===== config.mk =====
export PLATFORM = sky130hd
export DESIGN_NAME = logic_gate_unit
export DESIGN_NICKNAME = d
export VERILOG_FILES = /design/src/rtl/logic_gate_unit.sv
export SDC_FILE = /design/constraint.sdc
export NUM_CORES = 1
export LEC_CHECK = 0
export BUFFER_PORTS_ARGS = -buffer_cell sky130_fd_sc_hd__buf_4
export CORE_ASPECT_RATIO = 0.9
export CORE_MARGIN = 2
export CORE_UTILIZATION = 45
export CTS_CLUSTER_SIZE = 24
export DETAILED_ROUTE_END_ITERATION = 6
export HOLD_SLACK_MARGIN = 0.05
export PLACE_DENSITY_LB_ADDON = 0.25
export REMOVE_ABC_BUFFERS = 1
export SLEW_MARGIN = 20
export SYNTH_ARGS = -nofsm -noshare
export SYNTH_HDL_FRONTEND = slang
export SYNTH_SLANG_ARGS = --single-unit

===== constraint.sdc =====
create_clock -name clk -period 2.45 [get_ports clk]
set_clock_uncertainty 0.1 [all_clocks]
set_input_delay 0.49 -clock clk [delete_from_list [all_inputs] [get_ports clk]]
set_output_delay 0.49 -clock clk [all_outputs]
set_load 0.02 [all_outputs]

===== src/rtl/logic_gate_unit.sv =====
// Registered bitwise gate unit with valid/ready handshakes, single-beat or
// packet-folding (OR/AND/XOR) operation and reduction flags on the result.
module logic_gate_unit #(
  parameter int WIDTH     = 8,
  parameter int MAX_BEATS = 15,
  localparam int CNT_W    = $clog2(MAX_BEATS + 1)
) (
  input  logic             clk,
  input  logic             rst_n,
  input  logic             in_valid,
  output logic             in_ready,
  input  logic [WIDTH-1:0] in_a,
  input  logic [WIDTH-1:0] in_b,
  input  logic [2:0]       in_op,
  input  logic [1:0]       in_mode,
  input  logic             in_last,
  output logic             out_valid,
  input  logic             out_ready,
  output logic [WIDTH-1:0] out_c,
  output logic             out_red_or,
  output logic             out_red_and,
  output logic [CNT_W-1:0] out_beats,
  output logic             out_trunc
);

  // state | meaning
  // IDLE  | no packet open; next beat is single or starts a packet
  // ACC   | packet open; acc_q/cnt_q hold the partial fold
  typedef enum logic {IDLE, ACC} state_t;

  localparam logic [CNT_W-1:0] MAX_CNT = CNT_W'(MAX_BEATS);

  state_t           state_q, state_d;
  logic [1:0]       mode_q, mode_d;
  logic [WIDTH-1:0] acc_q, acc_d;
  logic [CNT_W-1:0] cnt_q, cnt_d;
  logic             out_valid_q, out_valid_d;
  logic [WIDTH-1:0] out_c_q, out_c_d;
  logic             red_or_q, red_or_d;
  logic             red_and_q, red_and_d;
  logic [CNT_W-1:0] out_beats_q, out_beats_d;
  logic             trunc_q, trunc_d;

  logic             accept;
  logic [WIDTH-1:0] r;
  logic [WIDTH-1:0] fold;
  logic [CNT_W-1:0] cnt_inc;
  logic             emit;
  logic [WIDTH-1:0] emit_val;
  logic [CNT_W-1:0] emit_cnt;
  logic             emit_trunc;

  // The output register frees in the same cycle it is drained.
  assign in_ready = !out_valid_q || out_ready;
  assign accept   = in_valid && in_ready;
  assign cnt_inc  = cnt_q + CNT_W'(1);

  always_comb begin
    case (in_op)
      3'd0:    r = in_a & in_b;
      3'd1:    r = in_a | in_b;
      3'd2:    r = in_a ^ in_b;
      3'd3:    r = ~(in_a & in_b);
      3'd4:    r = ~(in_a | in_b);
      3'd5:    r = ~(in_a ^ in_b);
      3'd6:    r = ~in_a;
      default: r = in_a;
    endcase
  end

  always_comb begin
    case (mode_q)
      2'd1:    fold = acc_q | r;
      2'd2:    fold = acc_q & r;
      default: fold = acc_q ^ r;
    endcase
  end

  always_comb begin
    state_d     = state_q;
    mode_d      = mode_q;
    acc_d       = acc_q;
    cnt_d       = cnt_q;
    out_valid_d = out_valid_q;
    out_c_d     = out_c_q;
    red_or_d    = red_or_q;
    red_and_d   = red_and_q;
    out_beats_d = out_beats_q;
    trunc_d     = trunc_q;
    emit        = 1'b0;
    emit_val    = r;
    emit_cnt    = CNT_W'(1);
    emit_trunc  = 1'b0;

    if (out_valid_q && out_ready) out_valid_d = 1'b0;

    if (accept) begin
      case (state_q)
        IDLE: begin
          if (in_mode == 2'd0) begin
            emit = 1'b1;
          end else begin
            mode_d = in_mode;
            if (in_last) begin
              emit = 1'b1;
            end else begin
              acc_d   = r;
              cnt_d   = CNT_W'(1);
              state_d = ACC;
            end
          end
        end
        default: begin
          emit_val = fold;
          emit_cnt = cnt_inc;
          if (in_last) begin
            emit = 1'b1;
          end else if (cnt_inc == MAX_CNT) begin
            emit       = 1'b1;
            emit_trunc = 1'b1;
          end else begin
            acc_d = fold;
            cnt_d = cnt_inc;
          end
        end
      endcase
    end

    if (emit) begin
      out_valid_d = 1'b1;
      out_c_d     = emit_val;
      red_or_d    = |emit_val;
      red_and_d   = &emit_val;
      out_beats_d = emit_cnt;
      trunc_d     = emit_trunc;
      state_d     = IDLE;
      acc_d       = '0;
      cnt_d       = '0;
    end
  end

  always_ff @(posedge clk or negedge rst_n) begin
    if (!rst_n) begin
      state_q     <= IDLE;
      mode_q      <= 2'd0;
      acc_q       <= '0;
      cnt_q       <= '0;
      out_valid_q <= 1'b0;
      out_c_q     <= '0;
      red_or_q    <= 1'b0;
      red_and_q   <= 1'b0;
      out_beats_q <= '0;
      trunc_q     <= 1'b0;
    end else begin
      state_q     <= state_d;
      mode_q      <= mode_d;
      acc_q       <= acc_d;
      cnt_q       <= cnt_d;
      out_valid_q <= out_valid_d;
      out_c_q     <= out_c_d;
      red_or_q    <= red_or_d;
      red_and_q   <= red_and_d;
      out_beats_q <= out_beats_d;
      trunc_q     <= trunc_d;
    end
  end

  assign out_valid   = out_valid_q;
  assign out_c       = out_c_q;
  assign out_red_or  = red_or_q;
  assign out_red_and = red_and_q;
  assign out_beats   = out_beats_q;
  assign out_trunc   = trunc_q;

endmodule


Word level (Yosys, flattened, before mapping)
Index checks and enable logic that the tools add are counted.
{"block": "totals", "register_bits": 31, "out_inout_bits": 17}
{"block": "classes", "add_sub_neg": 1, "eq_ne": 13, "mux": 36, "n_bitwise": 12, "reduce_logical": 12}
{"op": "$mux 8", "count": 9}
{"op": "$pmux 8 s7", "count": 1}
{"op": "$mux 4", "count": 9}
{"op": "$not 8->8", "count": 4}
{"op": "$and 8x8->8", "count": 2}
{"op": "$mux 1", "count": 16}
{"op": "$or 8x8->8", "count": 2}
{"op": "$pmux 8 s2", "count": 1}
{"op": "$xor 8x8->8", "count": 2}
{"op": "$eq 3x3->1 const B", "count": 3}
{"op": "$reduce_and 8->1", "count": 1}
{"op": "$reduce_or 8->1", "count": 1}
{"op": "$eq 3x2->1 const B", "count": 2}
{"op": "$ne 3x3->1 const B", "count": 2}
{"op": "$reduce_and 5->1", "count": 1}
{"op": "$add 4x1->4 const B", "count": 1}
{"op": "$eq 4x4->1 const B", "count": 1}
{"op": "$reduce_bool 2->1", "count": 2}
{"op": "$eq 3x1->1 const B", "count": 1}
{"op": "$logic_not 3->1", "count": 1}
{"op": "$ne 3x1->1 const B", "count": 1}
{"op": "$ne 3x2->1 const B", "count": 1}
{"op": "$reduce_and 3->1", "count": 1}
{"op": "$eq 2x1->1 const B", "count": 1}
{"op": "6 further kinds", "count": 8}

Longest topological paths before layout
{"block": "logic_depth", "depth_word": 10, "ltp_mapped": 16, "depth_no_buf": 16}

Worst setup path after synthesis
No wires, ideal clock.
{"block": "synth_path", "path_type": "input to register", "start": "input in_a[1]", "end": "register red_or_q, in the netlist out_red_or", "setup_ns": 0.141, "arrival_time_ns": 2.435, "required_time_ns": 2.209, "path_slack_ns": -0.226, "path_stages": 14, "path_cell_list": "inv_1 -> ha_1 -> nor2b_1 -> a21oi_1 -> a211o_1 -> o311ai_1 -> o21a_1 -> inv_1 -> ha_1 -> nand2_1 -> o21ai_0 -> a22o_1 -> nor3_1 -> a31oi_1"}
{"block": "synth_via", "elab_chain_len": 8, "word_cells_on_any_way": 15}
{"element": "start, declared", "line": "12", "rtl": "input logic [WIDTH-1:0] in_a,"}
{"element": "$xor 8x8->8 (tied with other cells)", "line": "62, 65"}
{"element": "$not 8->8 (on tied branches)", "line": "65, 63, 64"}
{"element": "$pmux 8 s7 (*)", "line": "59", "rtl": "case (in_op)"}
{"element": "$xor 8x8->8 (tied with other cells)", "line": "75", "rtl": "default: fold = acc_q ^ r;"}
{"element": "$pmux 8 s2", "line": "72", "rtl": "case (mode_q)"}
{"element": "$mux 8", "line": "98", "rtl": "case (state_q)"}
{"element": "$mux 8 (*)", "line": "97", "rtl": "if (accept) begin"}
{"element": "$reduce_or 8->1 (*)", "line": "132", "rtl": "red_or_d = |emit_val;"}
{"element": "end signal, assigned", "line": "161", "rtl": "red_or_q <= red_or_d;"}
{"element": "end, declared", "line": "39", "rtl": "logic red_or_q, red_or_d;"}
Mark *: on every way between the ends. The rest lies on a longest branch, timed or not.
A chain may end at the register's enable or synchronous reset.

Worst setup path in the final report
{"block": "layout_path", "start": "input in_a[7]", "end": "register red_and_q, in the netlist out_red_and"}
{"block": "layout_via", "elab_chain_len": 8, "word_cells_on_any_way": 15}
{"element": "$xor 8x8->8 (tied with other cells)", "line": "62, 65"}
{"element": "$not 8->8 (on tied branches)", "line": "65, 63, 64"}
{"element": "$pmux 8 s7 (*)", "line": "59"}
{"element": "$xor 8x8->8 (tied with other cells)", "line": "75"}
{"element": "$pmux 8 s2", "line": "72"}
{"element": "$mux 8", "line": "98"}
{"element": "$mux 8 (*)", "line": "97"}
{"element": "$reduce_and 8->1 (*)", "line": "133", "rtl": "red_and_d = &emit_val;"}
{"element": "end signal, assigned", "line": "162", "rtl": "red_and_q <= red_and_d;"}
{"element": "end, declared", "line": "40", "rtl": "logic red_and_q, red_and_d;"}
Marked as above.

==> summary.md <==
| Metric | Value |
|---|---|
| Number of synthesized flops with an enable pin | 0 |
| CTS sink count | 31 |
| CP startpoint kind | input port |
| Post-Route Utilization | a little over two thirds |
| Worst r2r src | mode_q[0] |
| P_int | 1.55 mW |
| Core Box Area | 6150 um^2 |
| CTS root buf | clkbuf_8 |
| CP peak stage delay | 0.46 ns |
| Tcrit/Tclk final | 104% |
| Unique masters post-synth | 56 |
| Yosys Warn Count | 0 |
| Antenna Nets Post-Route | 0 |
| Share of cells above drive strength 1 | 45.2% |
| Initial Util | 46.8% |
| WP data arrival | 2.65 ns |
| Critical path, cell by cell | buf_8 > inv_4 > ha_4 > mux2i_1 > o22ai_2 > a2111oi_4 > inv_2 > ha_4 > inv_2 > a22oi_2 > o21ai_2 > nand2_1 > o21ai_2 > o2111ai_1 > o21ai_1 |
| Syn avg cell area | slightly above 8 um^2 |
| Core Rows | 27 |
| Clock transition at the registers of the reported paths | ~0.070 ns |
| Worst Setup SP | in_a[7] |
| H-tree depth | 2 |
| Hold_sp | in_last |
| RSZ-0062 raised after global routing | yes |
| NetSw | around 1.0 mW |
| Worst setup EP type | register |
| Main synth FF type | dfrtp_1 |
| Fin worst setup slack | -0.0891 ns |
| Clock buffer depth | 2 |
| Final Power | 2.58 mW |
| Gr ovfl total | 0 |
| Ys async rst share | 100% |
| Max IR drop VDD | 577 uV |
| First-pass GRT wire length | 12500 um |
| Pwr dens | 604 nW/um^2 |
| Nets@finish | 515 |
| Max_cap viols | 0 |
| CP max-delay cell | a2111oi_4 |
| Worst Tran Pin Value | about 0.74 ns |
| Initial antenna violation count | 0 |
| Routed WL | 7700 um |
| Largest net degree at the start of global routing | 32 |
| Num ports | 43 |
| HPWL after detailed placement | 5220 um |
| Crit path kind | input port to register |
| Die ar. | around 7100 um^2 |
| Final Hold Fails | 0 |
| Clk pwr share | 20.7% |
| Slew Limit Fails | 0 |
| Die H | roughly 80 um |
| Post-Syn Area | between 2000 and 3000 um^2 |
| Wirelength per Cell | 14.2 um |
| Fill count | between 400 and 500 |
| Min-delay worst type | input port to register |
| # port buffers | 42 |
| Final Setup Violations | 2 |
| Crit-path max FO | 3 |
| Layout area overhead | 48.2% |
| Post-synthesis sequential area ratio | 26.9% |
| Slew HR | 50.4% |
| Vias in the first global route | 2790 |
| Syn Inst Count | 354 |
| Violated checks | setup timing |
| DRT iter0 DRCs | 134 |
| Switching Share | 40.0% |
| RD Place Congestion | 0.846 |
| Min cycle time layout | approximately 2.5 ns |
| Clock latency on the worst-skew pair | 0.28 ns |
| CP required | about 2.6 ns |
| DIE WIDTH | 88.3 um |
| GRT Resource Usage Total | 22.1% |
| Yosys reg bits | 31 |
| Pleak | 2.00 nW |
| Total CTS buffers | 5 |
| N_diodes | 0 |
| Router iterations before antenna repair | 4 |
| Vias per cell | between 5 and 6 |
| DR vias | 2842 |
| Part of the power in registers | 25.9% |
| Drt drc | 0 |
| Fmax | 0.394 GHz |
| Comb pwr share | 53.4% |
| Status | complete, but fails checks |
| CTS tree | done |
[per-layer routing]
layer	GRT usage, %	wire, um	up-vias
met5	0	0	-
met1	29.6	3510	1352
met3	3.62	246	15
li1	-	-	1417
met2	37.0	3850	58
met4	5.76	98	0
[critical path: cells and delay by family]
kind | cells | cell delay, ns
AOI/OAI and AO/OA | 7 | 1.28
muxes | 1 | 0.19
adders and majority gates | 2 | 0.32
buffers and inverters | 4 | 0.28
and+or+nand+nor | 1 | 0.10
[cells in the final DEF, fill, tap and decap left out, types with 3 or more instances in the layout]
cell type / instances
nand3_1: 7
o21ai_0: 7
buf_6: 10
dfrtp_1: 31
a21oi_2: 6
o21ai_1: 12
o22ai_1: 5
nand2b_1: 7
a22o_1: 3
o21ai_2: 10
inv_2: 14
ha_1: 20
ha_4: 14
nor2_1: 16
nor3_2: 5
clkbuf_8: 6
a21oi_1: 3
nor2b_1: 7
inv_1: 25
buf_4: 98
nand2_1: 57
nand2_2: 4
nand3b_1: 3
a22oi_1: 3
mux2i_1: 12
inv_4: 4
a22oi_2: 4
[worst paths after layout]
| check | endpoint | slack, ns | cells after the start |
|---|---|---|---|
| max | out_red_and | -0.09 | 15 |
| min | out_trunc | 0.31 | 2 |
| max reg2reg | out_red_and | 0.21 | 8 |
| min reg2reg | out_c[1] | 0.38 | 2 |
| max in group asynchronous | out_c[6] | 1.37 | 2 |
| min in group asynchronous | out_beats[1] | 0.58 | 2 |
[kinds of logic after synthesis]
logic type	synth area share, %
buffers and inverters	10.2
adder cells (fa/ha/maj)	15.6
AO/OA/AOI/OAI	22.5
flip-flops	26.9
XOR/XNOR	0.609
AND/OR/NAND/NOR	19.3
multiplexers	4.87
[cell type report]
cell class	count	area, um^2	area share [%]
clock buffer	6	82.6	1.93
clock inverter	2	35.0	0.821
inverter	44	180	4.22
multi-input combinational	260	2200	51.5
sequential	31	776	18.2
tap	87	109	2.55
timing repair buffer	111	888	20.8
[through the flow]
| stage | instances | setup slack, ns | TNS (ns) | hold slack (ns) | instance area (um^2) |
|---|---|---|---|---|---|
| 3_5_place_dp | 520 | -0.587 | -6.31 | 0.352 | 3600 |
| 3_3_place_gp | 520 | -0.456 | -4.89 | 0.348 | 3600 |
| 2_1_floorplan | 335 | -0.231 | -0.689 | 0.0944 | 2750 |
| 5_1_grt | 541 | -0.238 | -0.974 | 0.322 | 4270 |
| 6_report | 541 | -0.0891 | -0.143 | 0.306 | 4270 |
| 4_1_cts | 536 | -0.0168 | -0.0293 | 0.309 | 4010 |
[synthesized netlist by cell type, types with 3 or more instances]
cell	number	share of area, %
or3_1	3	0.65
a22o_1	3	0.91
dfrtp_1	31	27
o21ai_1	9	1.6
a211oi_1	3	0.78
nand3_1	7	1.2
o22ai_1	6	1.3
buf_6	3	1.2
nor2_1	17	2.2
nor2b_1	9	2.0
a22oi_1	7	1.8
o2bb2ai_1	3	0.91
inv_2	3	0.39
a31oi_2	3	1.3
inv_1	41	5.3
ha_1	36	16
clkbuf_1	9	1.2
nor3_1	6	1.0
mux2i_1	14	4.9
a21oi_1	10	1.7
o21ai_0	19	3.3
nand3b_1	3	0.78
buf_4	4	1.0
nand2b_1	7	1.5
nand2_1	60	7.8
[registers in the layout (all words and copies together) (netlist names)]
signal	cells
state_q	1
acc_q	8
out_beats	4
out_valid	1
out_red_or	1
mode_q	2
cnt_q	4
out_c	8
out_red_and	1
out_trunc	1
[power by group through the flow]
| stage | registers [mW] | clock network (mW) | logic, mW |
|---|---|---|---|
| floorplan | 0.744 | 0 | 0.522 |
| global placement | 0.674 | 0 | 1.01 |
| detailed placement | 0.675 | 0 | 1.04 |
| CTS | 0.668 | 0.534 | 1.21 |
| global route | 0.682 | 0.556 | 1.51 |
| finish | 0.667 | 0.534 | 1.38 |
[repair_timing]
item,in CTS,in global routing
hold buffers,1,0
buffers inserted,7,5
hold endpoints to repair,17,0
resized for setup,61,54
pin swaps,34,25
setup endpoints to repair,12,14
gates cloned,0,0
Power figures use the tool's default switching activity.
